===== src/rtl/btb_pkg.sv =====
// btb_pkg: shared constants and the saturating-counter step used by the branch target buffer.
package btb_pkg;
   localparam int ADDR_W_DEF = 16;
   localparam int PRED_ANY_HIT = 0;
   localparam int PRED_CTR_MSB = 1;
   // Counters are at most 4 bits wide, so the step works on a 4-bit value and w selects the ceiling.
   function automatic logic [3:0] sat_step(input logic [3:0] c, input logic up, input int w);
      logic [3:0] mx;
      mx = 4'((5'd1 << w) - 5'd1);
      return up ? ((c == mx) ? c : c + 4'd1) : ((c == 4'd0) ? c : c - 4'd1);
   endfunction
endpackage


===== src/rtl/btb_sat_counter.sv =====
// btb_sat_counter: CTR_W-wide saturating up/down step, shared by the update path.
module btb_sat_counter
   import btb_pkg::*;
#(
   parameter int CTR_W = 2
) (
   input  logic [CTR_W-1:0] ctr,
   input  logic             up,
   output logic [CTR_W-1:0] next
);
   assign next = CTR_W'(sat_step(4'(ctr), up, CTR_W));
endmodule


===== src/rtl/branch_target_buffer.sv =====
// branch_target_buffer: direct-mapped BTB with combinational lookup and registered updates.
module branch_target_buffer
   import btb_pkg::*;
#(
   parameter int ADDR_W    = ADDR_W_DEF,
   parameter int ENTRIES   = 16,
   parameter int CTR_W     = 2,
   parameter int PRED_MODE = PRED_CTR_MSB
) (
   input  logic              clk,
   input  logic              reset,
   input  logic [ADDR_W-1:0] lookup_pc,
   output logic              pred_hit,
   output logic              pred_taken,
   output logic [ADDR_W-1:0] pred_target,
   input  logic              upd_valid,
   input  logic [ADDR_W-1:0] upd_pc,
   input  logic              upd_taken,
   input  logic [ADDR_W-1:0] upd_target,
   input  logic              flush_all
);
   localparam int IDX_W = $clog2(ENTRIES);
   localparam int TAG_W = ADDR_W - IDX_W;
   logic [ENTRIES-1:0] valid;
   logic [TAG_W-1:0]   tag    [ENTRIES];
   logic [ADDR_W-1:0]  target [ENTRIES];
   logic [CTR_W-1:0]   ctr    [ENTRIES];
   logic [IDX_W-1:0]   li, ui;
   logic [TAG_W-1:0]   lt, ut;
   logic               upd_hit;
   logic [CTR_W-1:0]   ctr_next;
   assign li = lookup_pc[IDX_W-1:0];
   assign lt = lookup_pc[ADDR_W-1:IDX_W];
   assign ui = upd_pc[IDX_W-1:0];
   assign ut = upd_pc[ADDR_W-1:IDX_W];
   assign pred_hit    = valid[li] && (tag[li] == lt);
   assign pred_taken  = pred_hit && (PRED_MODE == PRED_ANY_HIT || ctr[li][CTR_W-1]);
   assign pred_target = pred_taken ? target[li] : '0;
   assign upd_hit     = valid[ui] && (tag[ui] == ut);
   btb_sat_counter #(.CTR_W(CTR_W)) u_ctr (
      .ctr  (ctr[ui]),
      .up   (upd_taken),
      .next (ctr_next)
   );
   always_ff @(posedge clk or posedge reset)
      if (reset) begin
         valid <= '0;
         for (int i = 0; i < ENTRIES; i++) ctr[i] <= '0;
      end else if (flush_all) begin
         valid <= '0;
      end else if (upd_valid && (upd_hit || upd_taken)) begin
         valid[ui] <= 1'b1;
         ctr[ui]   <= upd_hit ? ctr_next : CTR_W'(1 << (CTR_W - 1));
      end
   // Tag/target need no reset; a taken update rewrites them whether it hits or allocates.
   always_ff @(posedge clk)
      if (!reset && !flush_all && upd_valid && upd_taken) begin
         tag[ui]    <= ut;
         target[ui] <= upd_target;
      end
endmodule


===== config.mk =====
export PLATFORM = sky130hd
export DESIGN_NAME = branch_target_buffer
export DESIGN_NICKNAME = d
export VERILOG_FILES = /design/src/rtl/btb_pkg.sv /design/src/rtl/btb_sat_counter.sv /design/src/rtl/branch_target_buffer.sv
export SDC_FILE = /design/constraint.sdc
export NUM_CORES = 1
export LEC_CHECK = 0
export CAP_MARGIN = 5
export CORE_ASPECT_RATIO = 0.6
export CORE_MARGIN = 2
export CORE_UTILIZATION = 40
export DETAILED_ROUTE_END_ITERATION = 12
export PLACE_DENSITY_LB_ADDON = 0.15
export SLEW_MARGIN = 25
export SYNTH_ARGS = -nofsm -noshare
export SYNTH_HDL_FRONTEND = slang
export SYNTH_SLANG_ARGS = --single-unit

===== constraint.sdc =====
create_clock -name clk -period 12.1 [get_ports clk]
set_input_delay 2.42 -clock clk [delete_from_list [all_inputs] [get_ports clk]]
set_output_delay 2.42 -clock clk [all_outputs]
set_load 0.05 [all_outputs]

==> out/metrics.cfg, run 1 <==
[routing]
drt-met1-wl_um = 27900
drtAntennaViolNets = 0
wl_met3_um = 5480
finalWirelength_um = 59700
highest-signal-layer = met5
vias = 11800
first_pass_iters = 5
wl_per_cell_um = 30.3
drc = 0
vias_per_cell = 6.00
dr_wl_met2_um = 25200
drtIter0Drc = 1217

[clock_tree]
tritoncts = yes
clk_pin_slew_ps = 60
cts_root_buf = clkbuf_16
clock_path_buffers = 3
worstSkewPairLatency_ps = 580
cts_sinks = 496
htree_levels = 2
ctsHoldBuffers = 0
cts_setup_buffers = 0
cts_resized = 0
cts_buffers = 47

[setup_path]
cp.required_ps = 9680
cp-startpoint = lookup_pc[0]
cp.arrival_ps = 6910
crit_path_end = pred_target[15]
r2r_slack_ps = 8770
reg2reg_to = ctr[21]
crit_path_end_kind = primary output
timing_worst_setup_path_type = in -> out
startpoint_type = primary input
worstReg2RegStart = tag[10][8]
rr_worst_depth = 8
crit_fanout = 50

[timing]
fin_crit_sh_pct = 77.1
holdWs_ps = 500
tightestPinTransition_ps = 975
finalHoldViolCount = 0
setup_viol = 0
finalSetupTns_ps = 0
drv_slew = 0
post-route-min-period_ps = 9330
skew_ps = 14.9
setup_ws_ps = 2770
slew_headroom_pct = 35.0
rsz0062_at_grt = no
fmax_mhz = 107

[yosys]
synth.area.top_cells = edfxtp_1 (62%), mux4_2 (20%), dfrtp_1 (5.5%), mux2i_1 (1.9%), nor2_1 (0.91%)
synthesis.nets = 1194
synth_edf_count = 448
ys.flop_type = edfxtp_1
syn_area_per_cell_um2 = 19.1
synth_common_cells = edfxtp_1 (448), mux4_2 (189), nor2_1 (53)
synth_area_leader_cell = edfxtp_1
synth.distinct_cells = 52
postSynth.asyncResetShare_pct = 9.68
synth_top_area_share_pct = 61.6
yosys_warnings = 0
ys_ff_latch = 496
synth_area_um2 = 21800
yosysMostFrequentCell = edfxtp_1
syn_inst = 1141
ys_seq_area_share_pct = 67.1

[placement]
place.gp.congestion = 0.845
place_ws_ps = 2670
io_buffer_count = 70
place_hpwl_um = 34800
dp.cells = 1886

[floorplanning]
rows = 66
start_util_pct = 40.4
fp.coreArea_um2 = 54000
dieArea_um2 = 56500
die_h_um = 185
die_w_um = 306
ioPinCount = 71

[finish]
multi_input_area_um2 = 6830
n_fill_cell = 4633
drive_gt1_share_pct = 26.1
area_growth_pct = 13.7
utilization_pct = 46.0
nNetsFinal = 1274
seqCellArea_um2 = 14700
fin_cells = 1968

[power]
ir_worst_vdd_v = 0.000132
cellPowerDensity_nw_per_um2 = 144
p_leak_nw = 7.95

[grt]
grt_pass1_wl_um = 86500
grt_max_degree = 58
antenna_found_initial = 4
overflow = 0
grt_pass1_vias = 11800
grt_usage_pct = 21.4

[outcome]
status = completed

[hold_path]
hold_class = reg -> reg

[run]
cap_violations = 0

-- how the worst min path moves through the flow --
stage,startpoint,depth (start not counted),endpoint,slack [ps]
after floorplan,ctr[0],2,ctr[0],460
after global routing,ctr[28],2,ctr[28],540
after CTS,ctr[26],2,ctr[26],500
final,ctr[26],2,ctr[26],500
after detailed placement,ctr[26],2,ctr[26],490
after global placement,ctr[28],2,ctr[28],480
-- state kept, by name (all words and copies together), names as in the netlist --
name / count
tag: 192
target: 256
valid: 16
ctr: 32
-- report_power, final --
group / internal [mW] / switching (mW) / leakage (nW) / total, mW
Sequential: 1.88 / 0.0111 / 4.67 / 1.90
Clock: 0.779 / 0.642 / 0.703 / 1.42
Combinational: 0.117 / 0.148 / 2.57 / 0.266
-- per-stage QoR --
step	instance area, um2	power (mW)
6_report	24800	3.58
3_3_place_gp	23400	2.20
4_1_cts	24800	3.62
2_1_floorplan	21800	2.10
3_5_place_dp	23400	2.20
5_1_grt	24800	3.71
-- logic make-up after synthesis --
group	count (synthesis)	share of synthesized area, %
simple gates	148	3.33
mux	246	22.2
flops	496	67.1
xor+xnor	29	1.16
compound gates	126	3.89
buf+inv	95	2.23
fa+ha+maj	1	0.0459
-- metal layers --
layer,global-route usage [%],vias up
met4,4.37,4
met3,5.64,74
met2,29.8,553
li1,-,4890
met1,33.5,6281
met5,0,-
-- cells in the final DEF, fill, tap and decap left out, types with 20 or more instances in the layout --
master,n
dfrtp_1,48
nand2_1,31
buf_4,33
inv_1,24
edfxtp_1,448
mux4_2,189
clkbuf_16,48
o21ai_1,20
o22ai_1,24
mux2i_1,42
clkdlybuf4s50_1,63
nor2_1,37
o21ai_0,22
-- final cells by class --
class,instances,area share [%]
inverters,26,0.393
flip-flops and latches,496,59.0
repair buffers,100,3.65
diodes,1,0.0101
clock buffers,60,5.06
clock inverters,21,0.766
multi-input cells,550,27.5
well taps,714,3.60
-- critical path, stage by stage --
cell	delay (ps)
clkbuf_8	500
buf_4	770
mux4_2	620
mux2i_1	180
xnor2_1	80
a2111oi_0	370
a31oi_1	70
nor2_1	330
and4_4	470
and2_1	180
clkdlybuf4s50_1	800
Power figures use the tool's default switching activity.
==> inputs of run 2 (changes only) <==
==> constraint.sdc (replaced) <==
create_clock -name clk -period 9.3 [get_ports clk]
set_input_delay 1.86 -clock clk [delete_from_list [all_inputs] [get_ports clk]]
set_output_delay 1.86 -clock clk [all_outputs]
set_load 0.05 [all_outputs]
==> run 2 against run 1 <==
Critical path depth shrank 2. Global-route usage decreased by 0.28 points. Final area grew 0.53%. Power increased by 33%. Cell count grew 0.25%. First-iteration DRC count up 6.4%. Clock power grew 38%. Combinational power grew 31%. Sequential share of layout area fell by 0.31 points. Non-clock buffer count increased by 1. Worst setup slack got worse by 1300 ps. Critical path type unchanged. Highest routed layer unchanged.
==> out/metrics.cfg, run 2 (synthesized netlist as in run 1, its figures left out) <==
[timing]
post-route-min-period_ps = 7850
tightestPinTransition_ps = 1130
setup_viol = 0
rsz0062_at_grt = no
skew_ps = 15.0
finalHoldViolCount = 0
fin_crit_sh_pct = 84.4
fmax_mhz = 127
slew_headroom_pct = 24.5
drv_slew = 0
finalSetupTns_ps = 0

[routing]
wl_per_cell_um = 30.0
first_pass_iters = 5
vias_per_cell = 5.98
vias = 11800
drtAntennaViolNets = 0
finalWirelength_um = 59100
drtIter0Drc = 1295
drc = 0

[setup_path]
cp_slowest_stage_delay_ps = 800
crit_family = simple AND/OR/NAND/NOR gates
crit_top_cell = mux4_2
timing_worst_setup_path_type = in -> out
crit_chain = clkbuf_8 -> mux4_2 -> mux4_2 -> xor2_1 -> nor4_1 -> and3_1 -> and4_4 -> and2_1 -> clkdlybuf4s50_1
crit_fanout = 37
crit_path_end_kind = primary output
cp.required_ps = 7440
path_buf_inv = 2
cp.arrival_ps = 5990
startpoint_type = primary input
crit_slowest_cell = clkdlybuf4s50_1

[clock_tree]
clk_pin_slew_ps = 70
worstSkewPairLatency_ps = 580
ctsHoldBuffers = 0
clock_path_buffers = 3
cts_resized = 0
tritoncts = yes
cts_root_buf = clkbuf_16
cts_setup_buffers = 0
cts_buffers = 46
htree_levels = 2
cts_sinks = 496

[power]
power.share.sequential_pct = 51.6
cellPowerDensity_nw_per_um2 = 191
p_sw_mw = 1.08
ir_worst_vdd_v = 0.000134
p_sw_share_pct = 22.6
p_leak_nw = 8.01
pwr-share-comb_pct = 7.3
p_int_mw = 3.69
clockPowerShare_pct = 41.1

[finish]
n_fill_cell = 4584
fin_cells = 1973
nNetsFinal = 1274
largest-register = target
mostFrequentLayoutCell = edfxtp_1
antennaDiodeCount = 0
largest_reg_flops = 256
drive_gt1_share_pct = 26.6
reg_top3 = target: 256 flops, tag: 192 flops, ctr: 32 flops
area_growth_pct = 14.3
layout_common_cells = edfxtp_1 (448), mux4_2 (189), clkdlybuf4s50_1 (63)

[grt]
grt_max_degree = 61
overflow = 0
antenna_found_initial = 3
grt_pass1_wl_um = 85200
grt_usage_pct = 21.1
grt_pass1_vias = 11800

[floorplanning]
start_util_pct = 40.4
rows = 66
die_w_um = 306
ioPinCount = 71
fp.coreArea_um2 = 54000
dieArea_um2 = 56500
die_h_um = 185

[placement]
dp.cells = 1887
place.gp.congestion = 0.847
io_buffer_count = 70
place_hpwl_um = 35600

[outcome]
status = completed

[hold_path]
hold_class = reg -> reg

[run]
cap_violations = 0

[run 2: changes by cell type in the layout (fill, tap and decap cells not counted), moves of 2 or more]
| cell | delta |
|---|---|
| clkbuf_1 | -9 |
| clkinvlp_4 | +2 |
| bufinv_16 | +3 |
| clkinv_1 | +7 |
[run 2: path summary, 6_finish.rpt]
path / from / endpoint / slack (ps) / cells past startpoint
min: ctr[0] / ctr[0] / 500 / 2
min reg2reg: ctr[0] / ctr[0] / 500 / 2
max: lookup_pc[0] / pred_target[6] / 1450 / 9
min in group asynchronous: reset / ctr[30] / 1770 / 3
max reg2reg: tag[10][8] / ctr[15] / 5830 / 8
max in group asynchronous: reset / ctr[11] / 7090 / 3
[run 2: metal layers]
layer | vias up | track usage (%) | share of wire, %
met5 | - | 1.72 | 0.22
met4 | 4 | 3.70 | 1.2
met3 | 64 | 6.00 | 9.4
met2 | 495 | 30.0 | 43
met1 | 6350 | 32.4 | 47
li1 | 4893 | - | -
[run 2: cell type report]
class / instances / area (um2) / share of cell area (%)
Multi-Input combinational cell: 550 / 6830 / 27.3
Clock buffer: 51 / 1210 / 4.85
Sequential cell: 496 / 14700 / 58.7
Tap cell: 714 / 893 / 3.58
Timing Repair Buffer: 101 / 927 / 3.71
Inverter: 26 / 97.6 / 0.391
Clock inverter: 35 / 349 / 1.40
[run 2: tightest hold or removal path: cells and delay by family, from the launching register on]
kind            cells  cell delay [ps]
compound gates      2              120
flops               1              340
[run 2: power groups by stage]
stage	clock (mW)	combinational [mW]	sequential, mW
after CTS	2.01	0.351	2.46
after detailed placement	0	0.350	2.51
final	1.96	0.349	2.47
after global placement	0	0.348	2.51
after global routing	2.10	0.372	2.47
after floorplan	0	0.220	2.51
[run 2: stage by stage]
step           utilization, %  area, um2  setup slack (ps)  hold WS (ps)  total power [mW]
5_1_grt                  46.2      25000              1200           521              4.93
2_1_floorplan               -      21800              2960           460              2.73
3_3_place_gp             43.3      23400              1500           481              2.86
4_1_cts                  46.2      25000              1470           502              4.83
6_report                 46.2      25000              1450           503              4.77
3_5_place_dp             43.3      23400              1480           486              2.86
==> inputs of run 3 (changes only) <==
==> constraint.sdc (replaced) <==
create_clock -name clk -period 7.3 [get_ports clk]
set_input_delay 1.46 -clock clk [delete_from_list [all_inputs] [get_ports clk]]
set_output_delay 1.46 -clock clk [all_outputs]
set_load 0.05 [all_outputs]
==> run 3 against run 2 <==
Routed wire length fell by 0.22%. Utilization increased by 0.26 points. Count of clock-buffer cells in the layout up 11. Die area did not move. Final area is 0.57% higher.
==> out/metrics.cfg, run 3 (synthesized netlist as in run 1, its figures left out) <==
[run]
cap_violations = 0

[floorplanning]
dieArea_um2 = 56500
die_w_um = 306
die_h_um = 185
fp.coreArea_um2 = 54000
start_util_pct = 40.4
rows = 66
ioPinCount = 71

[setup_path]
cp.arrival_ps = 4710
crit_fanout = 38
cp.required_ps = 5840
rr_worst_depth = 9
crit_path_end_kind = primary output
timing_worst_setup_path_type = in -> out
startpoint_type = primary input

[grt]
overflow = 0
antenna_found_initial = 1
grt_usage_pct = 21.2
grt_pass1_wl_um = 85800
grt_pass1_vias = 11800
grt_max_degree = 54

[timing]
fmax_mhz = 162
finalHoldViolCount = 0
rsz0062_at_grt = no
fin_crit_sh_pct = 84.5
finalSetupTns_ps = 0
skew_ps = 23.5
setup_viol = 0
drv_slew = 0
setup_ws_ps = 1130
slew_headroom_pct = 30.2
tightestPinTransition_ps = 1040
post-route-min-period_ps = 6170

[routing]
first_pass_iters = 7
finalWirelength_um = 59000
drc = 0
vias_per_cell = 6.00
wl_per_cell_um = 29.8
drtIter0Drc = 1252
drtAntennaViolNets = 0
vias = 11900

[clock_tree]
htree_levels = 2
ctsHoldBuffers = 0
clock_path_buffers = 3
cts_root_buf = clkbuf_16
clk_pin_slew_ps = 60
cts_resized = 0
worstSkewPairLatency_ps = 590
cts_buffers = 47
cts_sinks = 496
cts_setup_buffers = 0
tritoncts = yes

[power]
p_leak_nw = 8.09
cellPowerDensity_nw_per_um2 = 235
ir_worst_vdd_v = 0.000187

[placement]
dp.cells = 1894
place_ws_ps = 1020
place_hpwl_um = 36300
io_buffer_count = 70
place.gp.congestion = 0.813

[hold_path]
hold_class = reg -> reg
min_path_cells = 2

[outcome]
status = completed

[finish]
largest-register = target
drive_gt1_share_pct = 27.8
nNetsFinal = 1284
n_fill_cell = 4578
reg_top3 = target: 256 flops, tag: 192 flops, ctr: 32 flops
antennaDiodeCount = 0
layout_common_cells = edfxtp_1 (448), mux4_2 (189), dfrtp_1 (48)
area_growth_pct = 15.0
fin_cells = 1980
largest_reg_flops = 256
mostFrequentLayoutCell = edfxtp_1

[run 3: worst paths after layout]
kind,start,endpoint,slack (ps)
worst min-delay path,ctr[0],ctr[0],510
worst min register to register,ctr[0],ctr[0],510
worst max register to register,tag[10][8],ctr[29],3950
worst max-delay path,lookup_pc[0],pred_target[3],1130
max in group asynchronous,reset,ctr[16],5500
min in group asynchronous,reset,valid[14],1370
[run 3: layout make-up]
cell class / instances / area [um2] / share of cell area [%]
clock inverters: 22 / 160 / 0.638
flip-flops and latches: 496 / 14700 / 58.4
well taps: 714 / 893 / 3.56
clock buffers: 62 / 1240 / 4.95
repair buffers: 110 / 1230 / 4.89
multi-input cells: 550 / 6830 / 27.2
inverters: 26 / 97.6 / 0.389
[run 3: where the power goes]
group	switching [mW]	internal, mW	total [mW]
sequential	0.0182	3.12	3.14
combinational	0.247	0.199	0.446
clock	1.07	1.24	2.31
[run 3: worst max-delay path, stage by stage]
cell and delay (ps):
clkbuf_8 410, buf_12 350, mux4_2 540, mux2i_1 190, xnor2_1 90, a2111oi_0 400
a31oi_1 90, nor2_1 260, and4_4 440, and2_1 250, buf_12 150
[run 3: metrics by stage]
step	hold WS [ps]	total power [mW]	instance area (um2)	util (%)
finish	511	5.90	25100	46.5
CTS	512	5.96	25000	46.4
detailed placement	498	3.65	23600	43.8
floorplan	460	3.47	21800	-
global placement	486	3.65	23600	43.8
global route	533	6.10	25100	46.5
[run 3: layer usage]
| layer | routed length, um | global-route usage (%) | vias to the layer above |
|---|---|---|---|
| li1 | - | - | 4910 |
| met1 | 27300 | 32.9 | 6376 |
| met2 | 25600 | 30.6 | 525 |
| met3 | 5290 | 5.06 | 61 |
| met4 | 809 | 3.70 | 0 |
| met5 | 0 | 0 | - |
